===== src/rtl/game_compositor.sv =====
// Game display compositor: double-buffered game frame (shadow/active swapped at
// vsync start) resolved per pixel into game cell, border, row flash and overlay
// through a fixed two-stage pipeline.
module game_compositor #(
  parameter int PX_BITS        = 10,
  parameter int PY_BITS        = 10,
  parameter int GAME_X_MIN     = 240,
  parameter int GAME_Y_MIN     = 80,
  parameter int COLS           = 10,
  parameter int ROWS           = 20,
  parameter int CELL_LOG2      = 4,
  parameter int BORDER_PAD     = 1,
  parameter int BORDER_THICK   = 10,
  parameter int FRAME_CNT_BITS = 8,
  parameter int BLINK_BIT      = 4
) (
  input  logic                      clk,
  input  logic                      reset,
  input  logic                      v_sync,
  input  logic                      frame_valid,
  output logic                      frame_ready,
  input  logic [COLS*ROWS-1:0]      frame_data,
  input  logic [ROWS-1:0]           flash_rows,
  input  logic [PX_BITS-1:0]        pixel_x_next,
  input  logic [PY_BITS-1:0]        pixel_y_next,
  input  logic                      overlay_pixel,
  output logic                      pixel_value,
  output logic [FRAME_CNT_BITS-1:0] frame_count
);

  localparam int NumCells = COLS * ROWS;
  localparam int ColW     = (COLS > 1) ? $clog2(COLS) : 1;
  localparam int RowW     = (ROWS > 1) ? $clog2(ROWS) : 1;
  localparam int IdxW     = (NumCells > 1) ? $clog2(NumCells) : 1;

  // Exclusive upper bounds of the game area
  localparam int GxMax = GAME_X_MIN + (COLS << CELL_LOG2);
  localparam int GyMax = GAME_Y_MIN + (ROWS << CELL_LOG2);

  // Outer edge of the border ring and the inner (pad) keep-out box
  localparam int OxLo = GAME_X_MIN - BORDER_PAD - BORDER_THICK;
  localparam int OxHi = GxMax + BORDER_PAD + BORDER_THICK;
  localparam int OyLo = GAME_Y_MIN - BORDER_PAD - BORDER_THICK;
  localparam int OyHi = GyMax + BORDER_PAD + BORDER_THICK;
  localparam int IxLo = GAME_X_MIN - BORDER_PAD;
  localparam int IxHi = GxMax + BORDER_PAD;
  localparam int IyLo = GAME_Y_MIN - BORDER_PAD;
  localparam int IyHi = GyMax + BORDER_PAD;

  localparam logic [FRAME_CNT_BITS-1:0] CntOne = 1;

  // Frame buffers and handshake state
  logic [NumCells-1:0]       shadow_cells_q, shadow_cells_d;
  logic [ROWS-1:0]           shadow_flash_q, shadow_flash_d;
  logic [NumCells-1:0]       active_cells_q, active_cells_d;
  logic [ROWS-1:0]           active_flash_q, active_flash_d;
  logic                      pending_q, pending_d;
  logic                      v_sync_q, v_sync_d;
  logic [FRAME_CNT_BITS-1:0] frame_count_q, frame_count_d;

  // Pipeline registers
  logic            in_game_q, in_game_d;
  logic            in_border_q, in_border_d;
  logic [ColW-1:0] col_q, col_d;
  logic [RowW-1:0] row_q, row_d;
  logic            overlay_q, overlay_d;
  logic            pixel_value_q, pixel_value_d;

  logic            vs_start;
  logic            xfer;

  // Handshake, vsync edge detect, buffer promotion and frame counter
  always_comb begin
    vs_start       = !v_sync && v_sync_q;
    frame_ready    = !pending_q && !vs_start && !reset;
    xfer           = frame_valid && frame_ready;
    shadow_cells_d = shadow_cells_q;
    shadow_flash_d = shadow_flash_q;
    active_cells_d = active_cells_q;
    active_flash_d = active_flash_q;
    pending_d      = pending_q;
    frame_count_d  = frame_count_q;
    v_sync_d       = v_sync;
    if (vs_start) begin
      frame_count_d = frame_count_q + CntOne;
      if (pending_q) begin
        active_cells_d = shadow_cells_q;
        active_flash_d = shadow_flash_q;
        pending_d      = 1'b0;
      end
    end
    // frame_ready excludes vs_start, so a transfer never coincides with a swap
    if (xfer) begin
      shadow_cells_d = frame_data;
      shadow_flash_d = flash_rows;
      pending_d      = 1'b1;
    end
  end

  // Stage 1: region classification and cell addressing
  always_comb begin
    int px;
    int py;
    logic in_outer;
    logic in_inner;
    px          = int'(pixel_x_next);
    py          = int'(pixel_y_next);
    in_game_d   = (px >= GAME_X_MIN) && (px < GxMax) && (py >= GAME_Y_MIN) && (py < GyMax);
    in_outer    = (px >= OxLo) && (px < OxHi) && (py >= OyLo) && (py < OyHi);
    in_inner    = (px >= IxLo) && (px < IxHi) && (py >= IyLo) && (py < IyHi);
    in_border_d = in_outer && !in_inner;
    overlay_d   = overlay_pixel;
    // Indices stay 0 outside the game area so the buffer never sees a wild index
    col_d       = '0;
    row_d       = '0;
    if (in_game_d) begin
      col_d = ColW'((px - GAME_X_MIN) >>> CELL_LOG2);
      row_d = RowW'((py - GAME_Y_MIN) >>> CELL_LOG2);
    end
  end

  // Stage 2: buffer lookup, blink and final composite
  always_comb begin
    logic [IdxW-1:0] cell_idx;
    logic            blink;
    logic            lit;
    cell_idx      = IdxW'(int'(row_q) * COLS + int'(col_q));
    blink         = frame_count_q[BLINK_BIT];
    lit           = active_cells_q[cell_idx] && !(active_flash_q[row_q] && blink);
    pixel_value_d = (in_game_q && lit) || in_border_q || overlay_q;
  end

  // State and pipeline registers with synchronous reset
  always_ff @(posedge clk) begin
    if (reset) begin
      shadow_cells_q <= '0;
      shadow_flash_q <= '0;
      active_cells_q <= '0;
      active_flash_q <= '0;
      pending_q      <= 1'b0;
      v_sync_q       <= 1'b1;
      frame_count_q  <= '0;
      in_game_q      <= 1'b0;
      in_border_q    <= 1'b0;
      col_q          <= '0;
      row_q          <= '0;
      overlay_q      <= 1'b0;
      pixel_value_q  <= 1'b0;
    end else begin
      shadow_cells_q <= shadow_cells_d;
      shadow_flash_q <= shadow_flash_d;
      active_cells_q <= active_cells_d;
      active_flash_q <= active_flash_d;
      pending_q      <= pending_d;
      v_sync_q       <= v_sync_d;
      frame_count_q  <= frame_count_d;
      in_game_q      <= in_game_d;
      in_border_q    <= in_border_d;
      col_q          <= col_d;
      row_q          <= row_d;
      overlay_q      <= overlay_d;
      pixel_value_q  <= pixel_value_d;
    end
  end

  assign pixel_value = pixel_value_q;
  assign frame_count = frame_count_q;

endmodule


===== config.mk =====
export PLATFORM = sky130hd
export DESIGN_NAME = game_compositor
export DESIGN_NICKNAME = d
export VERILOG_FILES = /design/src/rtl/game_compositor.sv
export SDC_FILE = /design/constraint.sdc
export NUM_CORES = 1
export LEC_CHECK = 0
export ABC_AREA = 1
export BUFFER_PORTS_ARGS = -buffer_cell sky130_fd_sc_hd__buf_2
export CELL_PAD_IN_SITES_DETAIL_PLACEMENT = 1
export CELL_PAD_IN_SITES_GLOBAL_PLACEMENT = 2
export CORE_MARGIN = 5
export CORE_UTILIZATION = 33
export DETAILED_ROUTE_END_ITERATION = 7
export PLACE_DENSITY_LB_ADDON = 0.08
export SLEW_MARGIN = 15
export SYNTH_ARGS = -nofsm -noshare
export SYNTH_HDL_FRONTEND = slang
export SYNTH_SLANG_ARGS = --single-unit

===== constraint.sdc =====
create_clock -name clk -period 3.2 [get_ports clk]
set_input_delay 0 -clock clk [delete_from_list [all_inputs] [get_ports clk]]
set_output_delay 0 -clock clk [all_outputs]
set_load 0.01 [all_outputs]

======== Yosys cells after proc, flatten, opt, wreduce, memory -nomap -nowiden ========
Index checks and enable logic that the tools add are counted.
word-level totals
  input bits .............................. 245
  output and inout port bits .............. 10
  flip-flop bits (word level) ............. 463
operators by class
  $mul .................................... 1
  $add $sub $neg .......................... 4
  bitwise operators ....................... 1
  mux-type cells .......................... 6
  magnitude comparators ................... 14
  reductions and logical operators ........ 28
operators by type and width
  kind                                                                 number
  < comparator 10 x 9 -> 1 bit (second input constant)                 6
  greater-or-equal comparator 10 x 7 -> 1 bit (second input constant)  3
  greater-or-equal comparator 10 x 8 -> 1 bit (second input constant)  3
  logical AND 1 bit                                                    17
  < comparator 8 x 9 -> 1 bit (second input constant)                  1
  subtractor 9 x 7 -> 9 bit (second input constant)                    1
  adder 8 x 1 -> 8 bit (second input constant)                         1
  adder 8 x 4 -> 8 bit                                                 1
  binary-select mux 1 bit (select 8 bit)                               1
  subtractor 8 bit (second input constant)                             1
  multiplier 5 x 3 -> 7 bit (second input constant)                    1
  zero test 1 bit                                                      6
  < comparator 5 x 6 -> 1 bit (second input constant)                  1
  binary-select mux 1 bit (select 5 bit)                               1
  two-way mux 1 bit                                                    4
  logical OR 1 bit                                                     2
  AND reduction 2 bit                                                  1
  nonzero test 2 bit                                                   1
  OR reduction 2 bit                                                   1
  NOT 1 bit                                                            1

======== Depth between registers and ports, before layout ========
Gate-level depths: netlist of the first run.
  depth after elaboration ................. 8
  depth in mapped cells ................... 14

======== Worst setup path before layout of the first run ========
OpenSTA, ideal clock, no wires.
  kind .................................... reg-to-reg
  start point ............................. reg row_q[1]
  end point ............................... reg pixel_value_q (netlist: pixel_value)
  setup time .............................. 70 ps
  buffers on the path ..................... 0
  data required time ...................... 3,130 ps
  slack ................................... 837 ps
  stages on the path, launching flop included .. 12
  clock period less this slack ............ 2,363 ps
  arrival time ............................ 2,293 ps
  cell sequence ........................... dfxtp_1 -> ha_1 -> ha_1 -> fa_1 -> inv_1 -> xor2_1 -> nand2_1 -> nor3_1 -> a21oi_1 -> a21oi_1 -> nand2_1 -> a21oi_1
on the way
  word-level cells in the longest chain between the ends .. 8
  elaborated cells on any way between the ends .. 12
  those cells by class .................... add/sub: 1; mul: 1; mux: 4; reduce/logical: 6
RTL lines
  item                                                                                 line      RTL
  start: declaration                                                                   65        logic [RowW-1:0] row_q, row_d;
  start signal: assignment                                                             160       row_q <= row_d;
  multiplier 5 x 3 -> 7 bit or binary-select mux 1 bit (select 5 bit) (tied branches)  127, 129
  adder 8 x 4 -> 8 bit or two-way mux 1 bit (tied branches)                            127, 129
  binary-select mux 1 bit (select 8 bit) or logical AND 1 bit (tied branches)          129       lit = active_cells_q[cell_idx] && !(active_flash_q[row_q] && blink);
  two-way mux 1 bit (not written as such) or zero test 1 bit (tied branches)           129
  logical AND 1 bit *                                                                  129
  logical AND 1 bit *                                                                  130       pixel_value_d = (in_game_q && lit) || in_border_q || overlay_q;
  logical OR 1 bit * (2 in a row)                                                      130
  end signal: assignment                                                               162       pixel_value_q <= pixel_value_d;
  end: declaration                                                                     67        logic pixel_value_q, pixel_value_d;
Mark *: on every way between the ends. The rest lies on a longest branch, timed or not. The select of a mux whose other input is x is not followed.
A chain may end at the register's enable or synchronous reset.

======== Final worst setup path of the first run ========
  start point ............................. in reset
  end point ............................... reg shadow_cells_q[191]
on the way
  word-level cells in the longest chain between the ends .. 3
RTL lines
  item                    line  RTL
  start: declaration      18    input logic reset,
  zero test 1 bit         75    frame_ready = !pending_q && !vs_start && !reset;
  logical AND 1 bit       75
  logical AND 1 bit       76    xfer = frame_valid && frame_ready;
  end signal: assignment  150   shadow_cells_q <= shadow_cells_d;
  end: declaration        53    logic [NumCells-1:0] shadow_cells_q, shadow_cells_d;
Several ways; a longest one is shown, not always the timed one.

==> results.py, run 1 <==
metrics = {
    "outcome": {
        "outcome": "finished, final reports clean",
    },
    "sta": {
        "rsz0062_at_grt": "no",
        "period_needed_ns": 3.00,
        "setup_tns_ns": 0,
        "max_freq_mhz": 334,
        "slew_violations": 0,
        "max_slew_margin_pct": 27.1,
        "hold_viol_final": 0,
        "clock_skew_ns": 0.0220,
        "setup_viol": 0,
        "whs_ns": 0.0456,
        "finalCritPeriodShare_pct": 93.7,
        "worst_slew_pin_slew_ns": 1.09,
    },
    "placement": {
        "placed_cell_area_um2": 20900,
        "hpwl_um": 41400,
        "port_buffers": 254,
        "dp_cells": 3440,
        "gp_congestion": 0.763,
    },
    "floorplanning": {
        "rows": 88,
        "initial_utilization_pct": 33.4,
        "die_height_um": 252,
        "die_w_um": 252,
        "io-pin-count": 255,
        "core_area_um2": 57900,
        "die-area_um2": 63600,
    },
    "power_and_ir_drop": {
        "ir_drop_v": 0.000352,
        "leakagePower_uw": 0.00928,
        "power-per-cell-area_nw_per_um2": 515,
    },
    "logic_synthesis": {
        "synth_flop_cell": "dfxtp_1",
        "yosysWarnings": 0,
        "ys_ff_latch": 463,
        "synthesis.nets": 2900,
        "syn_avg_cell_area_um2": 7.34,
        "synthCells": 2635,
        "netlist_area_um2": 19300,
        "postSynth.asyncResetShare_pct": 0,
        "synth_edf_count": 0,
        "synth_cell_types": 37,
        "yosysSeqAreaShare_pct": 47.9,
    },
    "cells_and_area": {
        "multi_input_area_um2": 8820,
        "seqCellArea_um2": 9280,
        "final_cell_area_um2": 25800,
        "drive_gt1_share_pct": 12.0,
        "fillCellCount": 7121,
        "final_nets": 3311,
        "fin_cells": 3853,
        "syn2layout_area_growth_pct": 33.1,
        "most-common-layout-cells": "nand2_1, nand3_1, a21oi_1, dfxtp_1, dlygate4sd3_1",
        "layout_commonest_cell": "nand2_1",
    },
    "clocking": {
        "cts_buffers": 53,
        "cts_post_setup_buffers_inserted": 0,
        "clk_pin_slew_ns": 0.06,
        "clockBufferDepth": 3,
        "insertion_delay_ns": 0.60,
        "cts_root_buf": "clkbuf_16",
        "cts_tree": "yes",
        "htree_levels": 2,
        "clock_sinks": 463,
    },
    "detailed_routing": {
        "routedWlPerCell_um": 18.1,
        "viasPerCell": 5.08,
        "ant_nets": 0,
        "drt-initial-drc-count": 1108,
        "vias": 19578,
        "drc": 0,
        "first_pass_iters": 5,
        "wirelength_um": 69700,
    },
    "worst_setup_path": {
        "slowest_stage": "dlygate4sd3_1",
        "path_common_cell": "dlygate4sd3_1",
        "startpoint_type": "input pin",
        "critical_path_class": "in -> reg",
        "end_kind": "flop",
        "slowest_delay_ns": 0.59,
        "path_max_fanout": 111,
        "crit_start": "reset",
        "cp_cell_sequence": "dlygate4sd3_1 > buf_8 > inv_2 > nand2_1 > nor2_4 > buf_16 > nand3_1 > dlygate4sd3_1 > a21oi_1 > dlygate4sd3_1",
        "required_ns": 3.74,
        "arrival_ns": 3.54,
        "r2r-start": "v_sync_q$_SDFF_PP1_",
    },
    "grt": {
        "track_usage_pct": 21.0,
        "grt_overflow": 0,
        "antenna_found_initial": 2,
        "grt_first_pass_wirelength_um": 111000,
        "grt_max_degree": 222,
        "grt_pass1_vias": 20355,
    },
    "run": {
        "maxCapViolations": 0,
    },
    "min_path": {
        "min_from": "pixel_x_next[9]",
        "min-delay-path-class": "in -> reg",
    },
}
sequential cells by signal, summed over array words and instances (netlist names), 4 cells and up:
register	count
active_flash_q	20
shadow_cells_q	200
row_q	5
col_q	4
active_cells_q	200
shadow_flash_q	20
frame_count	8
per-stage QoR:
stage	total power [uW]	utilization (%)	setup slack [ns]
finish	13300	44.5	0.202
global route	13800	44.5	0.0251
CTS	13400	44.4	0.00801
detailed placement	7160	36.0	0.332
global placement	7140	36.0	0.386
floorplan	6730	-	0.837
final cells by class:
cell class | instances | area share [%]
Clock buffer | 82 | 6.13
Tap cell | 765 | 3.72
Multi-Input combinational cell | 1870 | 34.3
Timing Repair Buffer | 592 | 18.4
Clock inverter | 13 | 0.466
Sequential cell | 463 | 36.0
Inverter | 66 | 0.996
Antenna cell | 2 | 0.0194
per-layer routing:
layer / routed length (um) / track usage [%] / up-vias / share of wire, %
met5: 0 / 0 / - / 0
met4: 1330 / 4.73 / 0 / 1.9
met3: 2570 / 2.65 / 89 / 3.7
met2: 32600 / 35.2 / 316 / 47
met1: 33200 / 29.0 / 9440 / 48
li1: - / - / 9733 / -
cell families (layout without fill, tap and decap cells):
family / after synthesis / count (layout) / synth area share (%)
xor gates and xnor gates: 8 / 8 / 0.401
DFF: 463 / 463 / 47.9
other: 0 / 2 / 0
buffers and inverters: 302 / 753 / 6.68
and+or+nand+nor: 1306 / 1306 / 29.6
AOI/OAI and AO/OA: 536 / 536 / 14.0
adders and majority gates: 20 / 20 / 1.37
cells in the mapped netlist (2+ instances only):
cell type,count,area [um^2]
a21oi_1,475,2380
a31oi_1,3,18.8
and3_1,2,12.5
buf_1,5,18.8
buf_2,48,240
buf_4,5,37.5
buf_6,9,101
clkbuf_1,168,631
clkinv_1,2,7.51
dfxtp_1,463,9270
fa_1,2,40.0
ha_1,18,225
inv_1,60,225
inv_2,3,11.3
nand2_1,639,2400
nand3_1,621,3110
nand4_1,3,18.8
nor2_1,23,86.3
nor3_1,8,40.0
nor3b_1,2,15.0
nor4_1,3,18.8
o21a_1,2,15.0
o21ai_0,49,245
o31ai_1,3,22.5
or2_2,2,12.5
xnor2_1,2,17.5
xor2_1,5,43.8
power by group:
| part | leakage (uW) | internal [uW] | switching, uW |
|---|---|---|---|
| Combinational | 0.00468 | 555 | 772 |
| Sequential | 0.00375 | 5900 | 87.5 |
| Clock | 0.000842 | 3530 | 2430 |
| Total | 0.00928 | 9990 | 3290 |
path summary, 6_finish.rpt:
| check | to | slack, ns | depth (start not counted) |
|---|---|---|---|
| max reg2reg | shadow_cells_q[191]$_SDFFE_PP0P_ | 0.29 | 8 |
| min | in_game_q$_SDFF_PP0_ | 0.05 | 6 |
| min reg2reg | active_cells_q[126]$_SDFFE_PP0P_ | 0.45 | 2 |
| max | shadow_cells_q[191]$_SDFFE_PP0P_ | 0.20 | 10 |
timing repair:
item	4_1_cts	5_1_grt
hold endpoints to repair	296	0
endpoints found under the setup margin	0	4
hold buffers	315	0
resized for setup	0	1
worst max-delay path, delay by kind of cell:
family | cells | cell delay (ns)
and+or+nand+nor | 3 | 0.62
AOI/OAI and AO/OA | 1 | 0.15
buffers and inverters | 6 | 2.71
Power figures use the tool's default switching activity.
==> run 2, diff against run 1 <==
CORE_MARGIN = default   (was 5)
CORE_UTILIZATION = 34   (was 33)
CTS_BUF_LIST = sky130_fd_sc_hd__clkbuf_4   (was default)
==> results.py, run 2 <==
metrics = {
    "logic_synthesis": {
        "ys_ff_latch": 463,
        "synth_top_area_share_pct": 47.9,
        "postSynth.asyncResetShare_pct": 0,
        "synth_most_common_cell": "nand2_1",
        "synthCells": 2635,
        "syn_avg_cell_area_um2": 7.34,
        "yosysWarnings": 0,
        "synth.area.top_cells": "dfxtp_1, nand3_1, nand2_1, a21oi_1, clkbuf_1",
        "yosysTopAreaCell": "dfxtp_1",
        "synth_edf_count": 0,
        "netlist_area_um2": 19300,
        "synthesis.nets": 2900,
        "synth_flop_cell": "dfxtp_1",
        "netlist_top_cells_count": "nand2_1, nand3_1, a21oi_1, dfxtp_1, clkbuf_1",
        "yosysSeqAreaShare_pct": 47.9,
        "synth_cell_types": 37,
    },
    "floorplanning": {
        "initial_utilization_pct": 34.4,
        "io-pin-count": 255,
        "rows": 87,
        "die_height_um": 241,
        "die_w_um": 241,
    },
    "placement": {
        "hpwl_um": 41200,
        "port_buffers": 254,
        "place_ws_ns": 0.347,
        "gp_congestion": 0.800,
        "placed_cell_area_um2": 20900,
    },
    "clocking": {
        "cts_hold_repair.buffers": 738,
        "post_cts_resized": 0,
        "clock_sinks": 463,
        "htree_levels": 4,
        "cts_root_buf": "clkbuf_4",
        "clockBufferDepth": 3,
        "cts_post_setup_buffers_inserted": 0,
        "cts_buffers": 133,
    },
    "outcome": {
        "outcome": "aborted with a tool error",
        "haltStage": "4_1_cts",
        "error_line": "[ERROR RSZ-0060] Max buffer count reached.",
    },
}
==> run 2: logic make-up after synthesis <==
logic type               share of synthesized area [%]
AND/OR/NAND/NOR                                   29.6
AO/OA/AOI/OAI                                     14.0
XOR/XNOR                                         0.401
adder cells (fa/ha/maj)                           1.37
flip-flops                                        47.9
buffers and inverters                             6.68
==> run 2: stage by stage <==
step | instances | hold WS [ns]
floorplan | 2635 | 0.0724
global placement | 3440 | 0.213
detailed placement | 3440 | 0.216
==> run 3, diff against run 2 <==
CELL_PAD_IN_SITES_DETAIL_PLACEMENT = default   (was 1)
CELL_PAD_IN_SITES_GLOBAL_PLACEMENT = default   (was 2)
CORE_UTILIZATION = 30   (was 34)
CTS_BUF_LIST = default   (was sky130_fd_sc_hd__clkbuf_4)
PLACE_DENSITY_LB_ADDON = 0.15   (was 0.08)
==> results.py, run 3 (synthesis results as in run 1) <==
metrics = {
    "floorplanning": {
        "die-area_um2": 65500,
        "die_w_um": 256,
        "core_area_um2": 63400,
        "die_height_um": 256,
        "initial_utilization_pct": 30.5,
        "rows": 92,
        "io-pin-count": 255,
    },
    "grt": {
        "antenna_found_initial": 0,
        "grt_overflow": 0,
        "track_usage_pct": 18.7,
        "grt_pass1_vias": 18420,
        "grt_max_degree": 230,
        "grt_first_pass_wirelength_um": 101000,
    },
    "min_path": {
        "min-delay-path-class": "in -> reg",
    },
    "detailed_routing": {
        "drt-initial-drc-count": 1202,
        "ant_nets": 0,
        "first_pass_iters": 5,
        "routedWlPerCell_um": 16.2,
        "vias": 18938,
        "wirelength_um": 62700,
        "viasPerCell": 4.89,
        "drc": 0,
    },
    "sta": {
        "hold_viol_final": 0,
        "setup_viol": 0,
        "rsz0062_at_grt": "no",
        "worst_slew_pin_slew_ns": 1.30,
        "max_slew_margin_pct": 13.4,
        "clock_skew_ns": 0.0166,
        "max_freq_mhz": 345,
        "period_needed_ns": 2.90,
        "finalCritPeriodShare_pct": 90.7,
        "setup_tns_ns": 0,
        "slew_violations": 0,
        "whs_ns": 0.0327,
    },
    "cells_and_area": {
        "fillCellCount": 6474,
        "seqCellArea_um2": 9280,
        "multi_input_area_um2": 8820,
        "reg.largest.list": "active_cells_q x200, shadow_cells_q x200",
        "layout_commonest_cell": "nand2_1",
        "drive_gt1_share_pct": 12.4,
        "fin_util_pct": 40.1,
        "final_nets": 3251,
        "most-common-layout-cells": "nand2_1, nand3_1, a21oi_1, dfxtp_1, dlygate4sd3_1",
        "syn2layout_area_growth_pct": 31.4,
    },
    "power_and_ir_drop": {
        "leakagePower_uw": 0.00919,
        "power-per-cell-area_nw_per_um2": 535,
        "ir_drop_v": 0.000316,
    },
    "clocking": {
        "cts_root_buf": "clkbuf_16",
        "clock_sinks": 463,
        "cts_hold_repair.buffers": 256,
        "cts_tree": "yes",
        "insertion_delay_ns": 0.59,
        "clockBufferDepth": 3,
        "cts_post_setup_buffers_inserted": 0,
        "clk_pin_slew_ns": 0.06,
        "cts_buffers": 52,
        "post_cts_resized": 0,
        "htree_levels": 2,
    },
    "worst_setup_path": {
        "path_max_fanout": 14,
        "required_ns": 3.71,
        "critical_path_class": "reg -> reg",
        "arrival_ns": 3.41,
        "end_kind": "flop",
        "startpoint_type": "flop",
    },
    "placement": {
        "hpwl_um": 40300,
        "gp_congestion": 0.834,
        "port_buffers": 254,
    },
    "outcome": {
        "outcome": "finished, final reports clean",
    },
    "run": {
        "maxCapViolations": 0,
    },
}
==> run 3: critical path, stage by stage, from the launching register on <==
cell	delay (ns)
dfxtp_1	0.44
ha_1	0.30
ha_1	0.38
xnor2_4	0.50
inv_1	0.39
nand3_1	0.19
nand3_1	0.13
nand3_1	0.13
nand3_1	0.08
a21oi_1	0.12
nand2_1	0.07
a21oi_1	0.11
==> run 3: worst paths after layout <==
check | from | to | slack [ns] | depth (start not counted)
worst max-delay path | row_q[2]$_SDFF_PP0_ | pixel_value$_SDFF_PP0_ | 0.30 | 11
worst min-delay path | frame_valid | shadow_flash_q[19]$_SDFFE_PP0P_ | 0.03 | 4
worst max register to register | row_q[2]$_SDFF_PP0_ | pixel_value$_SDFF_PP0_ | 0.30 | 11
worst min register to register | active_cells_q[58]$_SDFFE_PP0P_ | active_cells_q[58]$_SDFFE_PP0P_ | 0.45 | 2
==> run 3: power by group <==
| part | switching [uW] | internal, uW |
|---|---|---|
| sequential | 87.7 | 5900 |
| clock | 2400 | 3970 |
| combinational | 719 | 522 |
| total | 3210 | 10400 |
==> run 3: metal layers <==
layer  part of all wire [%]  wire length (um)  vias to the layer above  global-route usage [%]
li1                       -                 -                     9617                       -
met1                     48             29800                     8846                    26.0
met2                     46             29000                      385                    30.3
met3                    3.8              2410                       90                    2.19
met4                    2.4              1490                        0                    5.62
met5                      0                 0                        -                       0
==> run 3: area by class of cell <==
cell class	instances	share of cell area (%)
inverters	66	1.00
flip-flops and latches	463	36.5
well taps	846	4.17
diodes	2	0.0197
repair buffers	533	16.3
clock inverters	15	1.01
clock buffers	80	6.25
multi-input cells	1870	34.7
==> run 3: per-stage QoR <==
stage	std cells	worst slack, ns	cell area [um^2]	power, uW
3_3_place_gp	3522	0.354	21000	7110
3_5_place_dp	3522	0.226	21000	7130
6_report	3875	0.299	25400	13600
4_1_cts	3873	0.219	25400	13800
5_1_grt	3873	0.0593	25400	14100
2_1_floorplan	2635	0.837	19300	6730
==> run 4, diff against run 3 <==
clock period = 3.3 ns   (was 3.2 ns; I/O delays follow)
==> results.py, run 4 (synthesis results as in run 1) <==
metrics = {
    "detailed_routing": {
        "drc": 0,
        "vias": 19237,
        "drt-initial-drc-count": 1253,
        "ant_nets": 0,
        "viasPerCell": 4.91,
        "wirelength_um": 63300,
        "routedWlPerCell_um": 16.2,
        "first_pass_iters": 5,
    },
    "grt": {
        "track_usage_pct": 18.9,
        "grt_overflow": 0,
        "grt_first_pass_wirelength_um": 102000,
        "grt_max_degree": 221,
        "antenna_found_initial": 0,
        "grt_pass1_vias": 18682,
    },
    "sta": {
        "slew_violations": 0,
        "worst_slew_pin_slew_ns": 1.08,
        "setup_viol": 0,
        "period_needed_ns": 3.02,
        "max_slew_margin_pct": 28.3,
        "finalCritPeriodShare_pct": 91.6,
        "clock_skew_ns": 0.0208,
        "setup_tns_ns": 0,
        "max_freq_mhz": 331,
        "rsz0062_at_grt": "no",
        "hold_viol_final": 0,
    },
    "power_and_ir_drop": {
        "ir_drop_v": 0.000271,
        "p_int_uw": 10000,
        "sequentialPowerShare_pct": 44.2,
        "p_sw_uw": 3120,
        "power-per-cell-area_nw_per_um2": 509,
        "leakagePower_uw": 0.00949,
        "switching_share_pct": 23.8,
        "clockPowerShare_pct": 46.5,
        "comb_power_share_pct": 9.4,
    },
    "floorplanning": {
        "rows": 92,
        "io-pin-count": 255,
        "die_height_um": 256,
        "core_area_um2": 63400,
        "die-area_um2": 65500,
        "die_w_um": 256,
        "initial_utilization_pct": 30.5,
    },
    "cells_and_area": {
        "layout_commonest_cell": "nand2_1",
        "syn2layout_area_growth_pct": 33.4,
        "final_cell_area_um2": 25800,
        "reg.largest.list": "active_cells_q x200, shadow_cells_q x200",
        "fin_util_pct": 40.7,
        "antennaDiodeCount": 0,
        "drive_gt1_share_pct": 12.4,
        "most-common-layout-cells": "nand2_1, nand3_1, a21oi_1, dfxtp_1, dlygate4sd3_1",
        "final_nets": 3296,
    },
    "clocking": {
        "clockBufferDepth": 3,
        "cts_post_setup_buffers_inserted": 0,
        "cts_tree": "yes",
        "clk_pin_slew_ns": 0.06,
        "clock_sinks": 463,
        "insertion_delay_ns": 0.59,
        "htree_levels": 2,
        "cts_root_buf": "clkbuf_16",
        "cts_buffers": 51,
    },
    "run": {
        "maxCapViolations": 0,
    },
    "worst_setup_path": {
        "critical_path_class": "reg -> reg",
        "startpoint_type": "flop",
        "required_ns": 3.82,
        "arrival_ns": 3.54,
        "end_kind": "flop",
        "path_max_fanout": 175,
    },
    "placement": {
        "port_buffers": 254,
        "gp_congestion": 0.828,
        "hpwl_um": 39800,
        "placed_cell_area_um2": 21000,
    },
    "min_path": {
        "min-delay-path-class": "in -> reg",
    },
    "outcome": {
        "outcome": "finished, final reports clean",
    },
}
run 4: per-layer routing:
metal	track usage, %	routed length (um)	vias to the layer above
li1	-	-	9707
met2	30.9	29500	421
met3	2.22	2480	90
met4	5.37	1370	0
met1	26.1	29900	9019
met5	0	0	-
run 4: worst max-delay path: stages, from the launching register on:
cell	delay, ns
dfxtp_1	0.30
nand2_1	0.21
nand2_1	0.15
nor2_4	0.30
buf_12	0.46
nand3_1	0.15
dlygate4sd3_1	0.60
a21oi_1	0.15
dlygate4sd3_1	0.57
run 4: timing repair:
action                                  in CTS  in global routing
endpoints found under the hold margin      255                  0
hold buffers                               299                  0
resized for setup                            0                  0
endpoints found under the setup margin       0                  0
run 4: path summary, 6_finish.rpt:
path                                     from                          endpoint  slack [ns]  depth (start not counted)
max                       v_sync_q$_SDFF_PP1_    shadow_flash_q[0]$_SDFFE_PP0P_        0.28                          8
min                           pixel_x_next[5]               col_q[2]$_SDFF_PP0_        0.07                          4
max reg2reg               v_sync_q$_SDFF_PP1_    shadow_flash_q[0]$_SDFFE_PP0P_        0.28                          8
min reg2reg  active_cells_q[114]$_SDFFE_PP0P_  active_cells_q[114]$_SDFFE_PP0P_        0.45                          2
run 4: per-stage QoR:
step                std cells  total power [uW]  hold slack [ns]  setup slack [ns]
floorplan                2635              6520           0.0724             0.937
global placement         3525              6900            0.200             0.387
detailed placement       3525              6910            0.204             0.315
CTS                      3918             13300           0.0283             0.225
global route             3918             13700           0.0783           0.00303
finish                   3918             13200           0.0659             0.279
run 4: cell type report:
type	count	area [um^2]
fillers	6511	37600
flip-flops and latches	463	9280
multi-input cells	1870	8820
repair buffers	579	4580
clock buffers	78	1590
well taps	846	1060
inverters	66	255
clock inverters	16	235
run 4: power by group through the flow:
stage	Clock [uW]	Sequential [uW]	Combinational, uW
after floorplan	0	5890	631
after global placement	0	5930	968
after detailed placement	0	5930	983
after CTS	6280	5810	1240
after global routing	6510	5820	1370
final	6110	5810	1230
